[config.mk]
export PLATFORM = sky130hd
export DESIGN_NAME = comparator_bist
export DESIGN_NICKNAME = d
export VERILOG_FILES = /design/src/rtl/comparator_bist.sv
export SDC_FILE = /design/constraint.sdc
export NUM_CORES = 1
export LEC_CHECK = 0
export CAP_MARGIN = 20
export CORE_MARGIN = 2
export CORE_UTILIZATION = 30
export CTS_CLUSTER_SIZE = 10
export DETAILED_ROUTE_END_ITERATION = 6
export SLEW_MARGIN = 20
export SYNTH_ARGS = -nofsm -noshare
export SYNTH_HDL_FRONTEND = slang
export SYNTH_SLANG_ARGS = --single-unit
[constraint.sdc]
create_clock -name i_clk -period 3.5 [get_ports i_clk]
set_clock_uncertainty 0.15 [all_clocks]
set_input_delay 0.7 -clock i_clk [delete_from_list [all_inputs] [get_ports i_clk]]
set_output_delay 0.7 -clock i_clk [all_outputs]
set_load 0.005 [all_outputs]
[src/rtl/comparator_bist.sv]
// Built-in self-test engine for WIDTH-bit magnitude comparators: sweeps all operand pairs and checks the four flags.
// Optional macro COMPARATOR_BIST_STOP_ON_FAIL_EN ends the sweep at the first mismatching vector.
module comparator_bist #(
  parameter int WIDTH  = 1,
  parameter int SETTLE = 0,
  parameter int ERR_W  = 8
) (
  input  logic                 i_clk,
  input  logic                 i_rst,
  input  logic                 i_start,
  output logic [WIDTH-1:0]     o_a,
  output logic [WIDTH-1:0]     o_b,
  input  logic                 i_equal,
  input  logic                 i_not_equal,
  input  logic                 i_great_a,
  input  logic                 i_great_b,
  output logic                 o_busy,
  output logic                 o_done,
  output logic                 o_pass,
  output logic [ERR_W-1:0]     o_err_cnt,
  output logic [2*WIDTH-1:0]   o_fail_idx
);

  localparam int IW   = 2 * WIDTH;
  localparam int HC_W = 4;

  typedef enum logic [1:0] {IDLE, HOLD, DONE} state_t;

  state_t            state, state_nxt;
  logic [IW-1:0]     idx, idx_nxt;
  logic [HC_W-1:0]   hold_cnt, hold_cnt_nxt;
  logic [ERR_W-1:0]  err_cnt, err_cnt_nxt, err_upd;
  logic [IW-1:0]     fail_idx, fail_idx_nxt;
  logic              busy, busy_nxt;
  logic              done, done_nxt;
  logic              pass, pass_nxt;
  logic [WIDTH-1:0]  cur_a, cur_b;
  logic [3:0]        flags, golden;
  logic              sample, mismatch, stop;

  function automatic logic [ERR_W-1:0] sat_inc(input logic [ERR_W-1:0] v);
    return (v == {ERR_W{1'b1}}) ? v : v + ERR_W'(1);
  endfunction

  assign cur_a    = idx[WIDTH-1:0];
  assign cur_b    = idx[IW-1:WIDTH];
  assign flags    = {i_equal, i_not_equal, i_great_a, i_great_b};
  assign golden   = {cur_a == cur_b, cur_a != cur_b, cur_a > cur_b, cur_b > cur_a};
  assign sample   = (hold_cnt == HC_W'(SETTLE));
  assign mismatch = (flags != golden);
  assign err_upd  = mismatch ? sat_inc(err_cnt) : err_cnt;

`ifdef COMPARATOR_BIST_STOP_ON_FAIL_EN
  assign stop = mismatch;
`else
  assign stop = 1'b0;
`endif

  always_ff @(posedge i_clk or posedge i_rst) begin
    if (i_rst) state <= IDLE;
    else       state <= state_nxt;
  end

  always_comb begin
    state_nxt    = state;
    idx_nxt      = idx;
    hold_cnt_nxt = hold_cnt;
    err_cnt_nxt  = err_cnt;
    fail_idx_nxt = fail_idx;
    busy_nxt     = busy;
    done_nxt     = done;
    pass_nxt     = pass;
    case (state)
      IDLE, DONE: begin
        if (i_start) begin
          state_nxt    = HOLD;
          idx_nxt      = '0;
          hold_cnt_nxt = '0;
          err_cnt_nxt  = '0;
          fail_idx_nxt = '0;
          busy_nxt     = 1'b1;
          done_nxt     = 1'b0;
          pass_nxt     = 1'b0;
        end
      end
      HOLD: begin
        if (!sample) begin
          hold_cnt_nxt = hold_cnt + HC_W'(1);
        end else begin
          hold_cnt_nxt = '0;
          err_cnt_nxt  = err_upd;
          // The counter never wraps back to zero, so zero means no mismatch yet this sweep.
          if (mismatch && (err_cnt == '0)) fail_idx_nxt = idx;
          if (stop || (idx == {IW{1'b1}})) begin
            state_nxt = DONE;
            busy_nxt  = 1'b0;
            done_nxt  = 1'b1;
            pass_nxt  = (err_upd == '0);
          end else begin
            idx_nxt = idx + IW'(1);
          end
        end
      end
      default: state_nxt = IDLE;
    endcase
  end

  always_ff @(posedge i_clk or posedge i_rst) begin
    if (i_rst) begin
      idx      <= '0;
      hold_cnt <= '0;
      err_cnt  <= '0;
      fail_idx <= '0;
      busy     <= 1'b0;
      done     <= 1'b0;
      pass     <= 1'b0;
    end else begin
      idx      <= idx_nxt;
      hold_cnt <= hold_cnt_nxt;
      err_cnt  <= err_cnt_nxt;
      fail_idx <= fail_idx_nxt;
      busy     <= busy_nxt;
      done     <= done_nxt;
      pass     <= pass_nxt;
    end
  end

  assign o_a        = cur_a;
  assign o_b        = cur_b;
  assign o_busy     = busy;
  assign o_done     = done;
  assign o_pass     = pass;
  assign o_err_cnt  = err_cnt;
  assign o_fail_idx = fail_idx;

endmodule

**Word level (Yosys, flattened, before mapping)**

Cells that the tools add are included.

- Add/subtract/negate cells: 3
- Order comparisons: 2
- Equality and inequality tests: 12
- Multiplexer cells: 30
- Reduce and logical (&&, ||, !) cells: 13

Operator list:

| cell | number |
|---|---|
| $mux 8 | 4 |
| $logic_not 8->1 | 2 |
| $mux 2 | 8 |
| $pmux 8 s2 | 1 |
| $pmux 2 s2 | 3 |
| $reduce_and 4->1 | 3 |
| $ne 2x2->1 const B | 5 |
| $add 8x1->8 const B | 1 |
| $eq 8x8->1 const B | 1 |
| $mux 1 | 8 |
| $mux 4 | 2 |
| $pmux 4 s2 | 1 |
| $pmux 1 s2 | 3 |
| $reduce_and 3->1 | 2 |
| $add 4x1->4 const B | 1 |
| $eq 2x2->1 const B | 2 |
| $logic_not 4->1 | 1 |
| $ne 4x4->1 | 1 |
| $add 2x1->2 const B | 1 |
| $eq 2x1->1 const B | 1 |
| $gt 1x1->1 | 2 |
| $logic_not 2->1 | 1 |
| $reduce_and 2->1 | 1 |
| $reduce_bool 2->1 | 1 |
| other kinds (4) | 4 |

- Flip-flop bits (word level): 21
- Input port bits: 7
- Output and inout bits: 15

**Depth between registers and ports, before layout**

- Depth in word-level cells: 7
- Mapped depth: 8
- Depth with buffers taken out: 7

**Least setup slack after synthesis**

No wires, ideal clock.

- Kind: register to register
- Start point: register idx[0]
- End point: register pass (netlist: o_pass)
- Library setup time: 92 ps
- Arrival: 2177 ps
- Data required time: 3258 ps
- Slack: 1082 ps
- Cell stages (with the launch flop): 8
- Buffers on the path: 0
- Clock period less this slack: 2418 ps
- Cells stage by stage: dfrtp_1 > inv_1 > ha_1 > and3b_1 > o211a_1 > or4_1 > a221o_1 > o31ai_2

- Longest elaborated chain between the ends: 7
- Elaborated cells between the ends (all ways): 13
- Classes of those cells: order compare (2); eq/ne (5); mux (4); reduce/logical (2)

RTL lines:

| what | line | RTL |
|---|---|---|
| from (decl) | 30 | `logic [IW-1:0] idx, idx_nxt;` |
| from (signal assigned) | 118 | `idx <= idx_nxt;` |
| $gt 1x1->1, or another cell as far along | 48 | `assign golden = {cur_a == cur_b, cur_a != cur_b, cur_a > cur_b, cur_b > cur_a};` |
| $ne 4x4->1 | 50 | `assign mismatch = (flags != golden);` |
| $mux 8 | 51 | `assign err_upd = mismatch ? sat_inc(err_cnt) : err_cnt;` |
| $logic_not 8->1 | 98 | `pass_nxt = (err_upd == '0);` |
| $mux 1 | 94 | `if (stop \|\| (idx == {IW{1'b1}})) begin` |
| $mux 1 | 87 | `if (!sample) begin` |
| $pmux 1 s2 | 73 | `case (state)` |
| to (signal assigned) | 124 | `pass <= pass_nxt;` |
| to (decl) | 36 | `logic pass, pass_nxt;` |

Several ways; a longest one is shown, not always the timed one. The select of a mux whose other input is x is not followed.
A chain may end at the register's enable or synchronous reset.

**Worst setup path in the final report**

- Start point: input i_not_equal
- End point: register fail_idx[1] (netlist: o_fail_idx[1])

- Longest elaborated chain between the ends: 4

RTL lines:

| what | line | RTL |
|---|---|---|
| from (decl) | 14 | `input logic i_not_equal,` |
| $ne 4x4->1 | 50 |  |
| $logic_and 1x1->1 | 93 | `if (mismatch && (err_cnt == '0)) fail_idx_nxt = idx;` |
| $ne 2x2->1 (no source line) | -- |  |
| $reduce_and 4->1 (no source line) | -- |  |
| to (signal assigned) | 121 | `fail_idx <= fail_idx_nxt;` |
| to (decl) | 33 | `logic [IW-1:0] fail_idx, fail_idx_nxt;` |

Every way passes these cells.

==> results list <==
- Outcome: completed
* Clock latency of the later-clocked register in the worst-skew pair: around 0.26 ns
* Dominant cell by count in the synthesized netlist: sky130_fd_sc_hd__dfrtp_1
- Buffers added to address setup during post-CTS repair amount to 0.
- Pin placement for this block handled 22 I/O pins.
* # DRC: 0
- The final layout contains between 150 and 200 nets.
- Max-cap violations in this run came to 0.
- 0 antenna diodes ended up in the layout.
- The share of synthesized area in the top cell type comes to about two fifths.
- Vias in the first global route: ~1,100
* Crit path time final: ~2.8 ns
* Most common flop cell mapped by yosys: sky130_fd_sc_hd__dfrtp_1
- For this design, the sink count on the clock tree is 21.
* Final cell area excluding filler cells: around 1600 um^2
- The number of pins exceeding their max-slew limit in the final report came to 0.
* Leak: 0.704 nW
- The largest total area in the synthesized netlist belongs to sky130_fd_sc_hd__dfrtp_1.
* Combined global-route utilization of all metal layers: between 10% and 20%
* Clock Tree Buf Depth: 2
* Top cells by instance count after synthesis: sky130_fd_sc_hd__dfrtp_1 (21), sky130_fd_sc_hd__nand2_1 (18), sky130_fd_sc_hd__nor2_1 (10)
- In the synthesized netlist the async set-or-reset flop fraction comes to 100%.
* Wire length of the first global-routing pass: between 5000 and 6000 um
- Post-Syn Area per Cell: a little over 9 um^2
- Nature of the critical path endpoint: flip-flop
- Synth cell types: 46
- The root buffer cell chosen for the clock tree is sky130_fd_sc_hd__clkbuf_8.
- The first detailed-routing pass ran for 4 iterations.
- Post-detailed-placement cell area: roughly 1600 um^2
- The worst setup path is launched from an input pin.
* Flop and latch count out of synthesis: 21
- Post-synthesis instance area: approximately 1300 um^2
- Total CTS buffers: 3
* RSZ-0062 raised after global routing: no
- The initial antenna violation count came to 0.
- CTS built an H-tree with a depth of 1.
- Iteration-0 DRC count of the detailed router: between 70 and 80
* Req. time, crit path: around 3.5 ns
- TritonCTS built the clock tree.
- Synth area leaders: sky130_fd_sc_hd__dfrtp_1 (40%), sky130_fd_sc_hd__ha_1 (6.7%), sky130_fd_sc_hd__nand2_1 (5.1%)
- The area growth from synthesis to layout is 22.4%.
- Detailed placement finished with a half-perimeter wire length of between 2000 and 2500 um.
- In this run, synthesis inferred 0 flip-flops with an integrated enable.
- The number of hold violations in the final report came to 0.
- Pwr dens: between 700 and 800 nW/um^2
* Final RePlAce weighted congestion: slightly below 0.9
- Input and output buffers added on the ports amount to 21.
- Post-synthesis sequential area ratio: about 40%
- Entering global routing, the biggest net connects 22 pins.
- Warnings, synthesis: 0
- Count of hold buffers inserted by post-cts repair: 0
- Final setup vio count: 0
- For this run, the top clock speed supported by timing is between 300 and 400 MHz.
- The filler cells instantiated in the layout total approximately 420.
- Class of the tightest hold or removal check: flip-flop to flip-flop
- Min Hold Slack: roughly 0.34 ns
* Max FO, Critical Path: 11
- Global routing finished with a remaining overflow of 0.
- Critical Setup Path Class: input pin to flip-flop
- Summed over all layers, the routed wires come to 3020 um.
- Antenna violation net count after detailed routing: 0
- After floorplanning, the core was divided into 24 placement rows.
- Final cycle utilization of the critical path: 79.8%
- The die covers 4930 um^2.
- For the worst setup path, the data arrival time is between 2 and 3 ns.
* Initial standard-cell utilization of the core: a little under a third
- VDD sags by at most 0.000406 V.
- Layout cell share with drive strength beyond 1: between 5 and 6%
* Die width: 70.2 um
* Cell count after synthesis: 145
- The routed layout has 1,140 vias.
- Post-DR vias/cell: 5.28
- Actual slew at the worst max-slew pin: 0.848 ns
- Number of resized instances in the post-cts repair step: 0
- Measured along the y axis, the die boundary spans ~70 um.
- The floorplan step defined a core boundary enclosing 4290 um^2.
- Clock-pin slew was measured on the worst setup and hold paths at 0.08 ns.
- Final setup TNS: 0 ns
- In this run the tightest slew margin relative to its limit is between 40% and 50%.
- Syn nets: about 160
- After detailed routing, the average wire length per cell comes to about 14 um.
power breakdown:
group	total (mW)	internal [mW]	switching, mW
registers	0.425	0.325	0.0998
clock network	0.160	0.0811	0.0784
logic	0.574	0.278	0.296
total	1.16	0.684	0.474
flip-flops by register name, indices dropped and copies added (netlist names):
name and flops:
hold_cnt 4, idx 2, o_busy 1, o_done 1, o_err_cnt 8, o_fail_idx 2, o_pass 1, state 2
per-stage QoR:
step                total power, mW  util, %  cells  worst slack (ns)
finish                         1.16     37.5    216             0.706
global route                   1.27     37.5    216             0.537
CTS                            1.17     37.5    216             0.725
detailed placement             1.01     36.5    212             0.460
global placement              0.983     36.5    212             0.533
floorplan                     0.787        -    145              1.08
layer usage:
metal	up-vias	part of all wire, %	global-route usage, %	wire [um]
met3	2	3.9	3.46	119
met4	0	0.80	2.78	24
met1	546	47	16.8	1410
met2	24	49	22.0	1460
met5	-	0	0	0
li1	568	-	-	-
critical path, cell delays in order:
cell                              delay, ns
sky130_fd_sc_hd__clkdlybuf4s50_1       0.46
sky130_fd_sc_hd__and3b_1               0.19
sky130_fd_sc_hd__o211ai_1              0.68
sky130_fd_sc_hd__a31oi_1               0.17
sky130_fd_sc_hd__a21oi_1               0.23
sky130_fd_sc_hd__mux2_1                0.35
layout by cell type, fill, tap and decap left out, drive strengths merged, types with 2 or more instances in the layout:
cell type / Yosys / routed
and4: 4 / 4
ha: 7 / 7
mux2i: 2 / 2
nor3: 5 / 5
a31oi: 4 / 4
nor3b: 2 / 2
o21ai: 8 / 8
inv: 8 / 8
a31o: 2 / 2
mux2: 3 / 3
nand2b: 2 / 2
o31ai: 3 / 3
or4: 2 / 2
clkbuf: 4 / 4
xnor2: 3 / 3
a21oi: 6 / 6
nor2: 10 / 10
nand3: 4 / 4
nor2b: 2 / 2
a22o: 2 / 2
nand2: 18 / 18
clkdlybuf4s50: 0 / 21
dfrtp: 21 / 21
nand4: 2 / 2
o211ai: 2 / 2
cell type report:
class | count | area, um^2 | area share, %
Multi-Input combinational cell | 110 | 736 | 45.7
Sequential cell | 21 | 526 | 32.6
Timing Repair Buffer | 21 | 210 | 13.0
Tap cell | 52 | 65.1 | 4.04
Clock buffer | 4 | 45.0 | 2.80
Inverter | 8 | 30.0 | 1.86
final timing paths:
path / startpoint / slack, ns / endpoint / cells after the start
worst max-delay path: i_not_equal / 0.71 / o_fail_idx[1]$_DFFE_PP0P_ / 6
worst min-delay path: o_pass$_DFFE_PP0P_ / 0.34 / o_pass$_DFFE_PP0P_ / 2
worst max register to register: idx[0]$_DFFE_PP0P_ / 0.73 / o_fail_idx[1]$_DFFE_PP0P_ / 7
worst min register to register: o_pass$_DFFE_PP0P_ / 0.34 / o_pass$_DFFE_PP0P_ / 2
max in group asynchronous: i_rst / 1.93 / o_err_cnt[6]$_DFFE_PP0P_ / 2
min in group asynchronous: i_rst / 0.75 / hold_cnt[0]$_DFFE_PP0P_ / 2
cell families after synthesis:
family | count (synthesis) | synth area share (%)
AND/OR/NAND/NOR | 59 | 24.1
AO/OA/AOI/OAI | 35 | 18.3
flip-flops | 21 | 39.9
buffers and inverters | 14 | 4.18
adder cells (fa/ha/maj) | 7 | 6.65
multiplexers | 5 | 4.09
XOR/XNOR | 4 | 2.66
No activity file was read; power rests on OpenSTA's default activity.
